File: src/rtl/mux_nx1_rr.sv
//----------------------------------------------------------------------------
// mux_nx1_rr : N-channel registered mux, manual or round-robin grant, valid/ready
// Revision   : 1.0
//----------------------------------------------------------------------------
`default_nettype none

module mux_nx1_rr #(
   parameter int WIDTH = 8,
   parameter int N     = 4,
   parameter int SEL_W = $clog2(N)
) (
   input  logic                 clk,
   input  logic                 rst,
   input  logic                 mode,
   input  logic [SEL_W-1:0]     sel_in,
   input  logic [N*WIDTH-1:0]   in_data,
   input  logic [N-1:0]         in_valid,
   output logic [N-1:0]         in_ready,
   output logic [WIDTH-1:0]     out_data,
   output logic [SEL_W-1:0]     out_sel,
   output logic                 out_valid,
   input  logic                 out_ready
);

   localparam int             C_SW1  = SEL_W + 1;
   localparam logic [SEL_W:0] C_N    = C_SW1'(N);
   localparam logic [SEL_W-1:0] C_LAST = SEL_W'(N - 1);

   typedef enum logic [0:0] {
      ST_EMPTY = 1'b0,
      ST_FULL  = 1'b1
   } state_t;

   state_t           r_state;
   state_t           w_state_nxt;
   logic [SEL_W-1:0] r_ptr;
   logic [SEL_W-1:0] w_ptr_nxt;
   logic [WIDTH-1:0] r_out_data;
   logic [SEL_W-1:0] r_out_sel;

   logic [N-1:0]     w_man_oh;
   logic [SEL_W-1:0] w_man_idx;
   logic             w_man_vld;

   logic [N-1:0]     w_rr_oh;
   logic [SEL_W-1:0] w_rr_idx;
   logic             w_rr_vld;
   logic [SEL_W:0]   w_rr_scan;

   logic [N-1:0]     w_grant_oh;
   logic [SEL_W-1:0] w_grant_idx;
   logic             w_grant_vld;
   logic [WIDTH-1:0] w_grant_data;

   logic             w_can_load;
   logic             w_xfer;

   // Matching against each legal index means an out-of-range sel_in simply grants nothing.
   always_comb begin
      w_man_oh  = '0;
      w_man_idx = '0;
      w_man_vld = 1'b0;
      for (int i = 0; i < N; i++) begin
         if (sel_in == SEL_W'(i) && in_valid[i]) begin
            w_man_oh[i] = 1'b1;
            w_man_idx   = SEL_W'(i);
            w_man_vld   = 1'b1;
         end
      end
   end

   always_comb begin
      w_rr_oh   = '0;
      w_rr_idx  = '0;
      w_rr_vld  = 1'b0;
      w_rr_scan = '0;
      for (int k = 0; k < N; k++) begin
         w_rr_scan = {1'b0, r_ptr} + C_SW1'(k);
         if (w_rr_scan >= C_N) begin
            w_rr_scan = w_rr_scan - C_N;
         end
         if (!w_rr_vld && in_valid[w_rr_scan[SEL_W-1:0]]) begin
            w_rr_oh[w_rr_scan[SEL_W-1:0]] = 1'b1;
            w_rr_idx                      = w_rr_scan[SEL_W-1:0];
            w_rr_vld                      = 1'b1;
         end
      end
   end

   always_comb begin
      w_grant_oh  = mode ? w_rr_oh  : w_man_oh;
      w_grant_idx = mode ? w_rr_idx : w_man_idx;
      w_grant_vld = mode ? w_rr_vld : w_man_vld;
   end

   always_comb begin
      w_grant_data = '0;
      for (int i = 0; i < N; i++) begin
         if (w_grant_oh[i]) begin
            w_grant_data = in_data[i*WIDTH +: WIDTH];
         end
      end
   end

   assign w_can_load = (r_state == ST_EMPTY) || out_ready;
   assign w_xfer     = w_grant_vld && w_can_load && !rst;
   assign in_ready   = w_grant_oh & {N{w_can_load && !rst}};

   always_comb begin
      w_state_nxt = r_state;
      w_ptr_nxt   = r_ptr;
      case (r_state)
         ST_EMPTY: begin
            if (w_xfer) begin
               w_state_nxt = ST_FULL;
            end
         end
         ST_FULL: begin
            if (!w_xfer && out_ready) begin
               w_state_nxt = ST_EMPTY;
            end
         end
         default: w_state_nxt = ST_EMPTY;
      endcase
      if (w_xfer && mode) begin
         w_ptr_nxt = (w_grant_idx == C_LAST) ? '0 : w_grant_idx + 1'b1;
      end
   end

   always_ff @(posedge clk) begin
      if (rst) begin
         r_state    <= ST_EMPTY;
         r_ptr      <= '0;
         r_out_data <= '0;
         r_out_sel  <= '0;
      end else begin
         r_state <= w_state_nxt;
         r_ptr   <= w_ptr_nxt;
         if (w_xfer) begin
            r_out_data <= w_grant_data;
            r_out_sel  <= w_grant_idx;
         end
      end
   end

   assign out_valid = (r_state == ST_FULL);
   assign out_data  = r_out_data;
   assign out_sel   = r_out_sel;

endmodule

`default_nettype wire

File: config.mk
export PLATFORM = sky130hd
export DESIGN_NAME = mux_nx1_rr
export DESIGN_NICKNAME = d
export VERILOG_FILES = /design/src/rtl/mux_nx1_rr.sv
export SDC_FILE = /design/constraint.sdc
export NUM_CORES = 1
export LEC_CHECK = 0
export CORE_MARGIN = 2
export CORE_UTILIZATION = 60
export CTS_BUF_LIST = sky130_fd_sc_hd__clkbuf_16
export CTS_CLUSTER_SIZE = 14
export DETAILED_ROUTE_END_ITERATION = 8
export DONT_BUFFER_PORTS = 1
export PLACE_DENSITY_LB_ADDON = 0.2
export SYNTH_ARGS = -nofsm -noshare
export SYNTH_HDL_FRONTEND = slang
export SYNTH_SLANG_ARGS = --single-unit
File: constraint.sdc
create_clock -name clk -period 8.72 [get_ports clk]
set_input_delay 1.308 -clock clk [delete_from_list [all_inputs] [get_ports clk]]
set_output_delay 1.308 -clock clk [all_outputs]
set_load 0.02 [all_outputs]
Word level (Yosys, flattened, before mapping)
Index checks and enable logic that the tools add are counted.
{ "totals": {"ff_bits": 13, "latchBits": 0, "ramBits": 0, "rom_bits": 0, "inputBits": 42, "out_inout_bits": 15, "elab_cells": 109, "mem_count": 0} }
{ "op_classes": {"n_addsub": 8, "multipliers": 0, "div_mod_pow": 0, "n_lt_le_gt_ge": 12, "eq_ne": 4, "n_shift": 0, "mux": 53, "n_bitwise": 5, "n_reduce_logical": 23} }
{ "op_table": {"columns": ["cell", "n"], "rows": [
  ["$mux W8", 4],
  ["$mux W2", 12],
  ["$mux W1", 23],
  ["$mux W4", 5],
  ["$logic_and A1 B1 Y1", 16],
  ["$lt A2 B3 Y1 const B", 4],
  ["$or A4 B4 Y4", 3],
  ["$ge A3 B3 Y1 const B", 3],
  ["$bmux W1 S2", 4],
  ["$demux W1 S2", 4],
  ["$ge A2 B1 Y1 const B", 4],
  ["$sub A2 B1 Y2 const B", 4],
  ["$add A2 B2 Y3 const B", 2],
  ["$eq A2 B2 Y1 const B", 3],
  ["$logic_not A1 Y1", 5],
  ["$and A4 B4 Y4", 1],
  ["$add A2 B1 Y3 const B", 1],
  ["$ge A2 B3 Y1 const B", 1],
  ["$add A2 B1 Y2 const B", 1],
  ["$eq A2 B1 Y1 const B", 1],
  ["$logic_not A2 Y1", 1],
  ["$pmux W1 S2", 1],
  ["$logic_or A1 B1 Y1", 1],
  ["$not A1 Y1", 1]
]} }

Depth between registers and ports, before layout
Gate-level depths: netlist of the first run.
{ "depth": {"depth_word": 21, "mapped_depth": 14, "ltp_nobuf": 9} }

Least setup slack after synthesis of the first run
OpenSTA, ideal clock, no wires.
{ "synth_path": {"kind": "input -> output", "startpoint": "input port in_valid[2]", "endpoint": "output port in_ready[3]", "arrival_ns": 2.917, "required_ns": 7.412, "path_slack_ns": 4.495, "stages": 6, "n_path_buf": 1, "path_cell_list": "mux4_2 > nor2b_4 > a221oi_1 > o21ai_1 > buf_2 > nor2b_1"} }
{ "synth_between": {"elab_chain_len": 14, "word_cells_on_any_way": 26, "classes_between": "mux: 16; bitwise: 4; reduce/logical: 6"} }
{ "synth_lines": {"columns": ["element", "line", "text"], "rows": [
  ["start, declared", "17", "input logic [N-1:0] in_valid,"],
  ["$bmux W1 S2", "82", "if (!w_rr_vld && in_valid[w_rr_scan[SEL_W-1:0]]) begin"],
  ["$mux W1 (not written as such)", "82", null],
  ["$mux W1", "82", null],
  ["$logic_not A1 Y1", "82", null],
  ["$logic_and A1 B1 Y1", "82", null],
  ["$mux W1", "82", null],
  ["$logic_not A1 Y1", "82", null],
  ["$logic_and A1 B1 Y1", "82", null],
  ["$mux W1", "82", null],
  ["$logic_not A1 Y1", "82", null],
  ["$logic_and A1 B1 Y1", "82", null],
  ["$mux W4 (*)", "82", null],
  ["$mux W4 (*)", "91", "w_grant_oh = mode ? w_rr_oh : w_man_oh;"],
  ["$and A4 B4 Y4 (*)", "107", "assign in_ready = w_grant_oh & {N{w_can_load && !rst}};"],
  ["end, declared", "18", "output logic [N-1:0] in_ready,"]
]} }
Mark *: on every way between the ends. The rest lies on a longest branch, timed or not. The select of a mux whose other input is x is not followed.

Final worst setup path of the first run
{ "layout_path": {"startpoint": "register r_ptr[0]", "endpoint": "output port in_ready[3]"} }
{ "layout_between": {"elab_chain_len": 16, "word_cells_on_any_way": 61, "classes_between": "add/sub: 7; order compare: 12; mux: 28; bitwise: 4; reduce/logical: 10"} }
{ "layout_lines": {"columns": ["element", "line", "text"], "rows": [
  ["start, declared", "36", "logic [SEL_W-1:0] r_ptr;"],
  ["start signal, assigned", "138", "r_ptr <= w_ptr_nxt;"],
  ["branches (longest 13 deep; another with $add A2 B1 Y3)", null, null],
  ["$mux W4 (*)", "82", null],
  ["$mux W4 (*)", "91", null],
  ["$and A4 B4 Y4 (*)", "107", null]
]} }
Mark *: on every way between the ends. The select of a mux whose other input is x is not followed.

==> summary.md, run 1 <==
| Metric | Value |
|---|---|
| Hold Crit Class | `reg -> reg` |
| Gr usage total | `31.2%` |
| Setup bufs post-CTS | `0` |
| Highest-delay cell along the critical path | `dfxtp_1` |
| Clock-pin slew on the worst setup and hold paths | `0.05 ns` |
| Setup violators final | `0` |
| Cell area after synthesis | `1510 um^2` |
| Final setup margin | `3.34 ns` |
| Max-cap violations | `0` |
| Routed WL | `4130 um` |
| Final nets | `234` |
| Die area | `2940 um^2` |
| CP cell instances | `inv_1 > ha_1 > mux4_2 > nor2b_4 > a221oi_1 > o21ai_1 > nor2b_1` |
| Initial antenna violation count | `0` |
| Slew headroom | `35.2%` |
| Rows | `18` |
| Vias in the first global route | `1406` |
| IO Pins | `57` |
| Cell Area, Placed | `about 1500 um^2` |
| Initial core utilization | `62.2%` |
| Main area contributors after synthesis | `dfxtp_1, ha_1, a221oi_1` |
| Mapped Cells | `just under 200` |
| Post-synth EDFFs | `0` |
| Drt first-iter violations | `66` |
| Vias after detailed routing | `1493` |
| TritonCTS buffer count | `3` |
| GPL Wtd Cong | `0.971` |
| Final instance area | `around 1600 um^2` |
| Core footprint | `approximately 2400 um^2` |
| H-tree Lvls | `1` |
| Largest net degree at the start of global routing | `28` |
| Synth top area share | `17.2%` |
| Placement Setup Slack | `3.64 ns` |
| TritonCTS clock tree | `done` |
| Grt ovf | `0` |
| CP peak stage delay | `0.93 ns` |
| Drt wl/cell | `19.3 um` |
| Sequential area share after synthesis | `approximately 17%` |
| Outcome | `finished, final reports clean` |
| TNS Setup | `0 ns` |
| Min Tclk post-route | `5.38 ns` |
| CTS Hold Buffers Added | `0` |
| Cell taking the most area after synthesis | `dfxtp_1` |
| Post-synth ARST share | `0%` |
| Root Buffer | `clkbuf_16` |
| Post-Syn Nets | `between 200 and 250` |
| Clk sinks | `13` |
| Worst EP arrival | `4.07 ns` |
| Worst Setup End Kind | `primary output` |
| Detailed-route DRC error count | `0` |
| Worst skew pair latency | `about 0.24 ns` |
| ANT nets after route | `0` |
| Leak Pwr | `about 0.56 nW` |
| Seq cells post-synth | `13` |
| Final hold violation count | `0` |
| Die span in y | `54.2 um` |
| Post-CTS sizing | `0` |
| DP HPWL | `3090 um` |
| Primary FF master, synth | `dfxtp_1` |
| Pins Over Slew Limit | `0` |
| Unique cell type count in the Yosys netlist | `51` |
| Fin crit share | `61.7%` |
| Power Density | `181 nW/um^2` |
| Setup crit start kind | `register` |
| Total Power | `0.000281 W` |
| Fmax | `186 MHz` |
| Clk_skew | `0.00235 ns` |
| CP Class | `reg -> out` |
| Share of cells above drive strength 1 | `8.70%` |
| Vias/cell | `roughly 7` |
| Router iterations before antenna repair | `4` |
| Syn Area/Cell | `7.80 um^2` |
| CP Max Fanout | `27` |
| Required @ worst endpoint | `7.41 ns` |
| Clock buffer depth | `2` |
| Diode count | `0` |
| Max VDD drop | `0.118 mV` |
| Worst Tran Pin Value | `0.966 ns` |
| Global-route wire length before repair | `6640 um` |
| Die X | `around 54 um` |
| RSZ-0062 raised after global routing | `false` |
| Yosys warning count | `0` |
| Area Growth Syn to Fin | `2.48%` |
| FILL cells | `about 220` |
| IO Port Bufs | `0` |
## Yosys cell counts (5+ instances only)
| library cell | count |
|---|---|
| a21oi_1 | 13 |
| a221oi_1 | 9 |
| buf_2 | 6 |
| clkbuf_1 | 5 |
| dfxtp_1 | 13 |
| ha_1 | 7 |
| inv_1 | 7 |
| nand2_1 | 13 |
| nor2_1 | 16 |
| o21ai_0 | 10 |
| o21bai_1 | 8 |
| o22ai_1 | 8 |
| or3_1 | 8 |
## state kept, by name, indices dropped and copies added, names as in the netlist
name,count
out_data,8
out_sel,2
r_ptr,2
out_valid,1
## kinds of logic (layout without fill, tap and decap cells)
family	after synthesis	after routing	synth area share, %
mux	12	12	11.0
fa+ha+maj	7	7	5.78
simple gates	63	63	22.6
flops	13	13	17.2
compound gates	75	75	35.2
buf+inv	23	13	7.69
xor+xnor	1	1	0.579
## worst max-delay path: cells and delay by family, from the launching register on
kind                       cells  cell delay, ns
adders and majority gates      1            0.63
and+or+nand+nor                2            0.61
AOI/OAI and AO/OA              2            0.86
DFF                            1            0.93
buffers and inverters          1            0.28
muxes                          1            0.51
## where the power goes
part | total, W | switching (W) | internal [W]
clock network | 0.0000878 | 0.0000271 | 0.0000607
registers | 0.0000901 | 0.0000210 | 0.0000691
logic | 0.000103 | 0.0000587 | 0.0000443
## worst paths after layout
check | start | slack (ns) | to | cells after the start
worst max-delay path | r_ptr[0] | 3.34 | in_ready[3] | 7
worst min-delay path | out_valid | 0.59 | out_valid | 2
worst max register to register | r_ptr[0] | 4.90 | out_data[6] | 8
worst min register to register | out_valid | 0.59 | out_valid | 2
## final cells by class
| class | instances | area [um^2] | share of cell area, % |
|---|---|---|---|
| Clock buffer | 3 | 75.1 | 4.84 |
| Clock inverter | 1 | 3.75 | 0.242 |
| Inverter | 8 | 30.0 | 1.94 |
| Multi-Input combinational cell | 158 | 1140 | 73.3 |
| Sequential cell | 13 | 260 | 16.8 |
| Tap cell | 30 | 37.5 | 2.42 |
| Timing Repair Buffer | 1 | 7.51 | 0.484 |
## layer usage
layer,GRT usage (%),wire (um),vias to the layer above,share of wire (%)
li1,-,-,722,-
met1,38.4,1650,682,40
met2,52.2,2060,75,50
met3,4.92,293,14,7.1
met4,16.3,132,0,3.2
met5,0,0,-,0
## cell usage in the layout, fill, tap and decap left out, drive strengths merged, types with 4 or more instances in the layout
cell,instances
nor2b,5
a221oi,9
mux2i,5
a21oi,13
nand3,4
nor2,16
ha,7
o21bai,8
inv,8
o21ai,13
nand2,13
o22ai,8
or3,8
dfxtp,13
mux2,4
## through the flow
step,hold slack [ns],cells,utilization [%]
after CTS,0.591,214,63.8
after floorplan,0.569,194,-
after detailed placement,0.584,210,60.5
after global routing,0.633,214,63.8
final,0.591,214,63.8
after global placement,0.580,210,60.5
(Power assumes the default switching activity.)
==> run 2, diff against run 1 <==
Clock period 8.72 ns to 4.98 ns, I/O delays scaled along.
==> summary.md, run 2 (same netlist as run 1, synthesis figures left out) <==
| Metric | Value |
|---|---|
| Final nets | `236 (+0.85%)` |
| Clock buffer depth | `2 (unchanged)` |
| Most common cell after layout, fill and taps aside | `nor2_1` |
| Fmax | `254 MHz` |
| TritonCTS clock tree | `done` |
| CP Max Fanout | `13 (-52%)` |
| ANT nets after route | `0 (unchanged)` |
| Core footprint | `2430 um^2 (unchanged)` |
| Drt first-iter violations | `31 (-53%)` |
| Max VDD drop | `0.236 mV (+100%)` |
| Critical path endpoint | `in_ready[2]` |
| Setup crit start kind | `register` |
| Clk sinks | `13 (unchanged)` |
| Power Density | `310 nW/um^2 (+72%)` |
| TNS Setup | `0 ns (unchanged)` |
| Max-cap violations | `0 (unchanged)` |
| Gr usage total | `28.8% (-2.4 points)` |
| Final instance area | `1570 um^2 (+0.97%)` |
| Share of cells above drive strength 1 | `9.68% (+0.98 points)` |
| Worst Setup SP | `r_ptr[1]` |
| CP Class | `reg -> out` |
| Slew headroom | `60.0% (+25 points)` |
| Worst Setup End Kind | `primary output` |
| Required @ worst endpoint | `4.23 ns (-3.18 ns)` |
| Die X | `54.2 um (unchanged)` |
| IO Pins | `57 (unchanged)` |
| Area Growth Syn to Fin | `3.47%` |
| Max reg flops | `8 (unchanged)` |
| CP peak stage delay | `0.59 ns (-0.34 ns)` |
| Initial antenna violation count | `0 (unchanged)` |
| Leading cell types in the layout, fill and taps excluded | `nor2_1, nand2_1, a21oi_1, dfxtp_1, o21ai_0` |
| Highest-delay cell along the critical path | `ha_1` |
| Worst skew pair latency | `0.24 ns (about the same)` |
| Hold Crit Class | `in -> reg` |
| Clk_skew | `0.00274 ns (+0.000389 ns)` |
| Worst Tran Pin Value | `0.597 ns (-0.369 ns)` |
| Vias after detailed routing | `1484 (-0.60%)` |
| Pins Over Slew Limit | `0 (unchanged)` |
| Final hold violation count | `0 (unchanged)` |
| Setup violators final | `0 (unchanged)` |
| Outcome | `finished, final reports clean` |
| Worst r2r path cells | `9 (+1)` |
| Worst EP arrival | `3.18 ns (-0.89 ns)` |
| CTS Hold Buffers Added | `0 (unchanged)` |
| Initial core utilization | `62.2% (unchanged)` |
| FILL cells | `202 (-6.9%)` |
| Setup bufs post-CTS | `0 (unchanged)` |
| Post-CTS sizing | `0 (unchanged)` |
| TritonCTS buffer count | `3 (unchanged)` |
| Grt ovf | `0 (unchanged)` |
| Hold path startpoint | `rst` |
| Multi-input gate area | `1140 um^2 (unchanged)` |
| Router iterations before antenna repair | `5 (+1)` |
| Largest net degree at the start of global routing | `28 (unchanged)` |
| Routed WL | `3890 um (-5.8%)` |
| Detailed-route DRC error count | `0 (unchanged)` |
| FF-to-FF setup slack | `1.68 ns (-3.22 ns)` |
| Die area | `2940 um^2 (unchanged)` |
| Min Tclk post-route | `3.93 ns` |
| Register area | `260 um^2 (unchanged)` |
| IO Port Bufs | `0 (unchanged)` |
| Cell Area, Placed | `1490 um^2 (+1.0%)` |
| DP HPWL | `2920 um (-5.8%)` |
| FF-to-FF End | `out_data[0]` |
| H-tree Lvls | `1 (unchanged)` |
| Vias/cell | `6.87 (-1.5%)` |
| Die span in y | `54.2 um (unchanged)` |
| Rows | `18 (unchanged)` |
| Reg2reg start | `r_ptr[1]` |
| Vias in the first global route | `1381 (-1.8%)` |
| GPL Wtd Cong | `0.886 (-8.8%)` |
| Global-route wire length before repair | `6180 um (-7.0%)` |
| Fin crit share | `78.9%` |
| RSZ-0062 raised after global routing | `false` |
| Diode count | `0 (unchanged)` |
| Root Buffer | `clkbuf_16` |
| CP cell instances | `inv_1 > ha_1 > mux4_2 > nand2_1 > o21ai_1 > o41ai_4 > nor2_1` |
| Leak Pwr | `0.574 nW (+1.9%)` |
| Clock-pin slew on the worst setup and hold paths | `0.05 ns (about the same)` |
| Drt wl/cell | `18.0 um (-6.7%)` |
run 2: worst min path at each step:
stage            endpoint  slack, ns  cells past startpoint
2_1_floorplan   out_valid       0.57                      2
3_3_place_gp    out_valid       0.58                      2
3_5_place_dp    out_valid       0.58                      2
4_1_cts        out_sel[1]       0.57                      1
5_1_grt         out_valid       0.57                      1
6_report        out_valid       0.57                      1
run 2: final cells by class:
class                      instances  share of cell area (%)
clock inverter                     1                   0.240
multi-input combinational        158                    72.6
inverter                           8                    1.92
sequential                        13                    16.6
timing repair buffer               3                    1.44
clock buffer                       3                    4.79
tap                               30                    2.40
run 2: per-layer routing:
| metal | track usage [%] | vias to the layer above | part of all wire (%) |
|---|---|---|---|
| met5 | 0 | - | 0 |
| met4 | 10.4 | 0 | 1.4 |
| met3 | 1.91 | 6 | 6.3 |
| met2 | 51.4 | 71 | 49 |
| met1 | 36.3 | 675 | 43 |
| li1 | - | 732 | - |
run 2: power breakdown:
group / switching [W] / leakage (nW) / internal (W)
Combinational: 0.000105 / 0.424 / 0.0000796
Sequential: 0.0000317 / 0.108 / 0.000121
Clock: 0.0000428 / 0.0423 / 0.000106
run 2: worst max-delay path: cells and delay by family (launching register included):
| family | cells | cell delay (ns) |
|---|---|---|
| AO/OA/AOI/OAI | 2 | 0.69 |
| AND/OR/NAND/NOR | 2 | 0.35 |
| buffers and inverters | 1 | 0.22 |
| flip-flops | 1 | 0.58 |
| adder cells (fa/ha/maj) | 1 | 0.59 |
| multiplexers | 1 | 0.50 |
run 2: per-stage QoR:
stage	setup slack (ns)	power, W	hold WS (ns)	util (%)	cells
after floorplan	1.51	0.000311	0.569	-	194
after global placement	1.49	0.000331	0.580	61.2	212
after detailed placement	1.36	0.000336	0.584	61.2	212
after CTS	1.08	0.000487	0.569	64.4	216
after global routing	0.856	0.000516	0.571	64.4	216
final	1.05	0.000486	0.570	64.4	216
==> run 3, diff against run 2 <==
Settings changed: CORE_UTILIZATION 60 to 57.
Clock period 4.98 ns to 3.3 ns, I/O delays scaled along.
==> summary.md, run 3 (same netlist as run 1, synthesis figures left out) <==
| Metric | Value |
|---|---|
| Finished Layout Cells | `223 (+3.2%)` |
| IO Pins | `57 (unchanged)` |
| Worst EP arrival | `2.51 ns (-0.67 ns)` |
| Share of cells above drive strength 1 | `13.5% (+3.8 points)` |
| H-tree Lvls | `1 (unchanged)` |
| Total Power | `0.000754 W (+55%)` |
| FF-to-FF End | `out_data[0]` |
| Clock-pin slew on the worst setup and hold paths | `0.04 ns (about the same)` |
| Diode count | `0 (unchanged)` |
| Worst Tran Pin Value | `0.552 ns (-0.0451 ns)` |
| Leading cell types in the layout, fill and taps excluded | `nor2_1, nand2_1, a21oi_1, dfxtp_1` |
| Hold EP | `out_valid` |
| Area Growth Syn to Fin | `7.11%` |
| Gr usage total | `28.4% (-0.39 points)` |
| Die area | `3080 um^2 (+4.9%)` |
| Initial antenna violation count | `0 (unchanged)` |
| Final hold violation count | `0 (unchanged)` |
| Die span in y | `55.5 um (+2.4%)` |
| Clock buffer depth | `2 (unchanged)` |
| TNS Setup | `0 ns (unchanged)` |
| Initial core utilization | `60.6% (-1.7 points)` |
| Vias after detailed routing | `1569 (+5.7%)` |
| Drt wl/cell | `19.2 um (+6.5%)` |
| Final setup margin | `0.293 ns (-0.757 ns)` |
| Worst r2r path cells | `10 (+1)` |
| Vias in the first global route | `1477 (+7.0%)` |
| Slew headroom | `62.8% (+2.8 points)` |
| Hold path startpoint | `rst` |
| Final nets | `243 (+3.0%)` |
| Setup bufs post-CTS | `0 (unchanged)` |
| Hold Crit Class | `in -> reg` |
| Core footprint | `2500 um^2 (+2.8%)` |
| Fin crit share | `about nine tenths` |
| Max VDD drop | `0.452 mV (+91%)` |
| DP HPWL | `3180 um (+9.0%)` |
| Most common cell after layout, fill and taps aside | `nor2_1` |
| Worst skew pair latency | `0.24 ns (about the same)` |
| Router iterations before antenna repair | `4 (-1)` |
| Power Density | `465 nW/um^2 (+50%)` |
| Fmax | `~330 MHz` |
| GPL Wtd Cong | `1.01 (+14%)` |
| IO Port Bufs | `0 (unchanged)` |
| Placed cell count | `219 (+3.3%)` |
| Reg2reg start | `r_ptr[1]` |
| Clk_skew | `0.000938 ns (-0.00180 ns)` |
| Vias/cell | `7.04 (+2.4%)` |
| CP Max Fanout | `8 (-5)` |
| Min Tclk post-route | `~3 ns` |
| FILL cells | `228 (+13%)` |
| Leak Pwr | `0.612 nW (+6.6%)` |
| TritonCTS buffer count | `3 (unchanged)` |
| Max-cap violations | `0 (unchanged)` |
| Worst Setup End Kind | `primary output` |
| Die X | `55.5 um (+2.4%)` |
| Rows | `18 (unchanged)` |
| ANT nets after route | `0 (unchanged)` |
| FF-to-FF setup slack | `0.48 ns (-1.20 ns)` |
| Placement Setup Slack | `0.354 ns (-1.01 ns)` |
| Root Buffer | `clkbuf_16` |
| Routed WL | `4270 um (+9.9%)` |
| Max reg flops | `8 (unchanged)` |
| Pins Over Slew Limit | `0 (unchanged)` |
| Outcome | `finished, final reports clean` |
| Setup violators final | `0 (unchanged)` |
| Largest net degree at the start of global routing | `27 (-3.6%)` |
| Post-CTS sizing | `0 (unchanged)` |
| CP Class | `reg -> out` |
| Clk sinks | `13 (unchanged)` |
| Grt ovf | `0 (unchanged)` |
| Drt first-iter violations | `90 (+190%)` |
| Setup crit start kind | `register` |
| Detailed-route DRC error count | `0 (unchanged)` |
| Global-route wire length before repair | `7120 um (+15%)` |
| Hold Path Depth | `1 (unchanged)` |
| TritonCTS clock tree | `done` |
| CTS Hold Buffers Added | `0 (unchanged)` |
| RSZ-0062 raised after global routing | `false` |
| Required @ worst endpoint | `2.80 ns (-1.43 ns)` |
-- run 3: cell types whose count changed in the layout (fill, tap and decap cells not counted) --
| cell | delta |
|---|---|
| buf_4 | +7 |
| nor2b_2 | +1 |
| nor2b_1 | -1 |
-- run 3: worst max path at each step --
stage / from / end / cells past startpoint
floorplan: r_ptr[0] / in_ready[3] / 13
global placement: r_ptr[0] / out_data[2] / 8
detailed placement: r_ptr[1] / out_data[2] / 8
CTS: r_ptr[1] / in_ready[0] / 7
global route: r_ptr[1] / in_ready[0] / 7
finish: r_ptr[1] / in_ready[0] / 7
-- run 3: final cells by class --
cell class | instances | area, um^2 | area share, %
Multi-Input combinational cell | 158 | 1140 | 70.3
Sequential cell | 13 | 260 | 16.0
Clock buffer | 3 | 75.1 | 4.63
Timing Repair Buffer | 10 | 75.1 | 4.63
Tap cell | 30 | 37.5 | 2.31
Inverter | 8 | 30.0 | 1.85
Clock inverter | 1 | 3.75 | 0.231
-- run 3: worst max-delay path, stage by stage (launching register included) --
cell	delay, ns
dfxtp_1	0.32
inv_1	0.11
ha_1	0.43
mux4_2	0.47
a2111oi_0	0.44
o32ai_1	0.20
nor2_1	0.14
buf_4	0.15
-- run 3: through the flow --
step	hold slack, ns	util, %	cell area [um^2]
floorplan	0.569	-	1510
global placement	0.566	61.6	1540
detailed placement	0.568	61.6	1540
CTS	0.319	64.8	1620
global route	0.320	64.9	1620
finish	0.318	64.9	1620
-- run 3: routing by layer --
layer  wire length, um  part of all wire [%]  track usage [%]
met5                 0                     0                0
met4                19                  0.44             7.67
met3               351                   8.2             6.32
met2              2130                    50             45.6
met1              1780                    42             38.4
-- run 3: report_power, final --
part	internal, W	switching [W]
sequential	0.000183	0.0000423
combinational	0.000134	0.000173
clock	0.000159	0.0000633
total	0.000476	0.000278
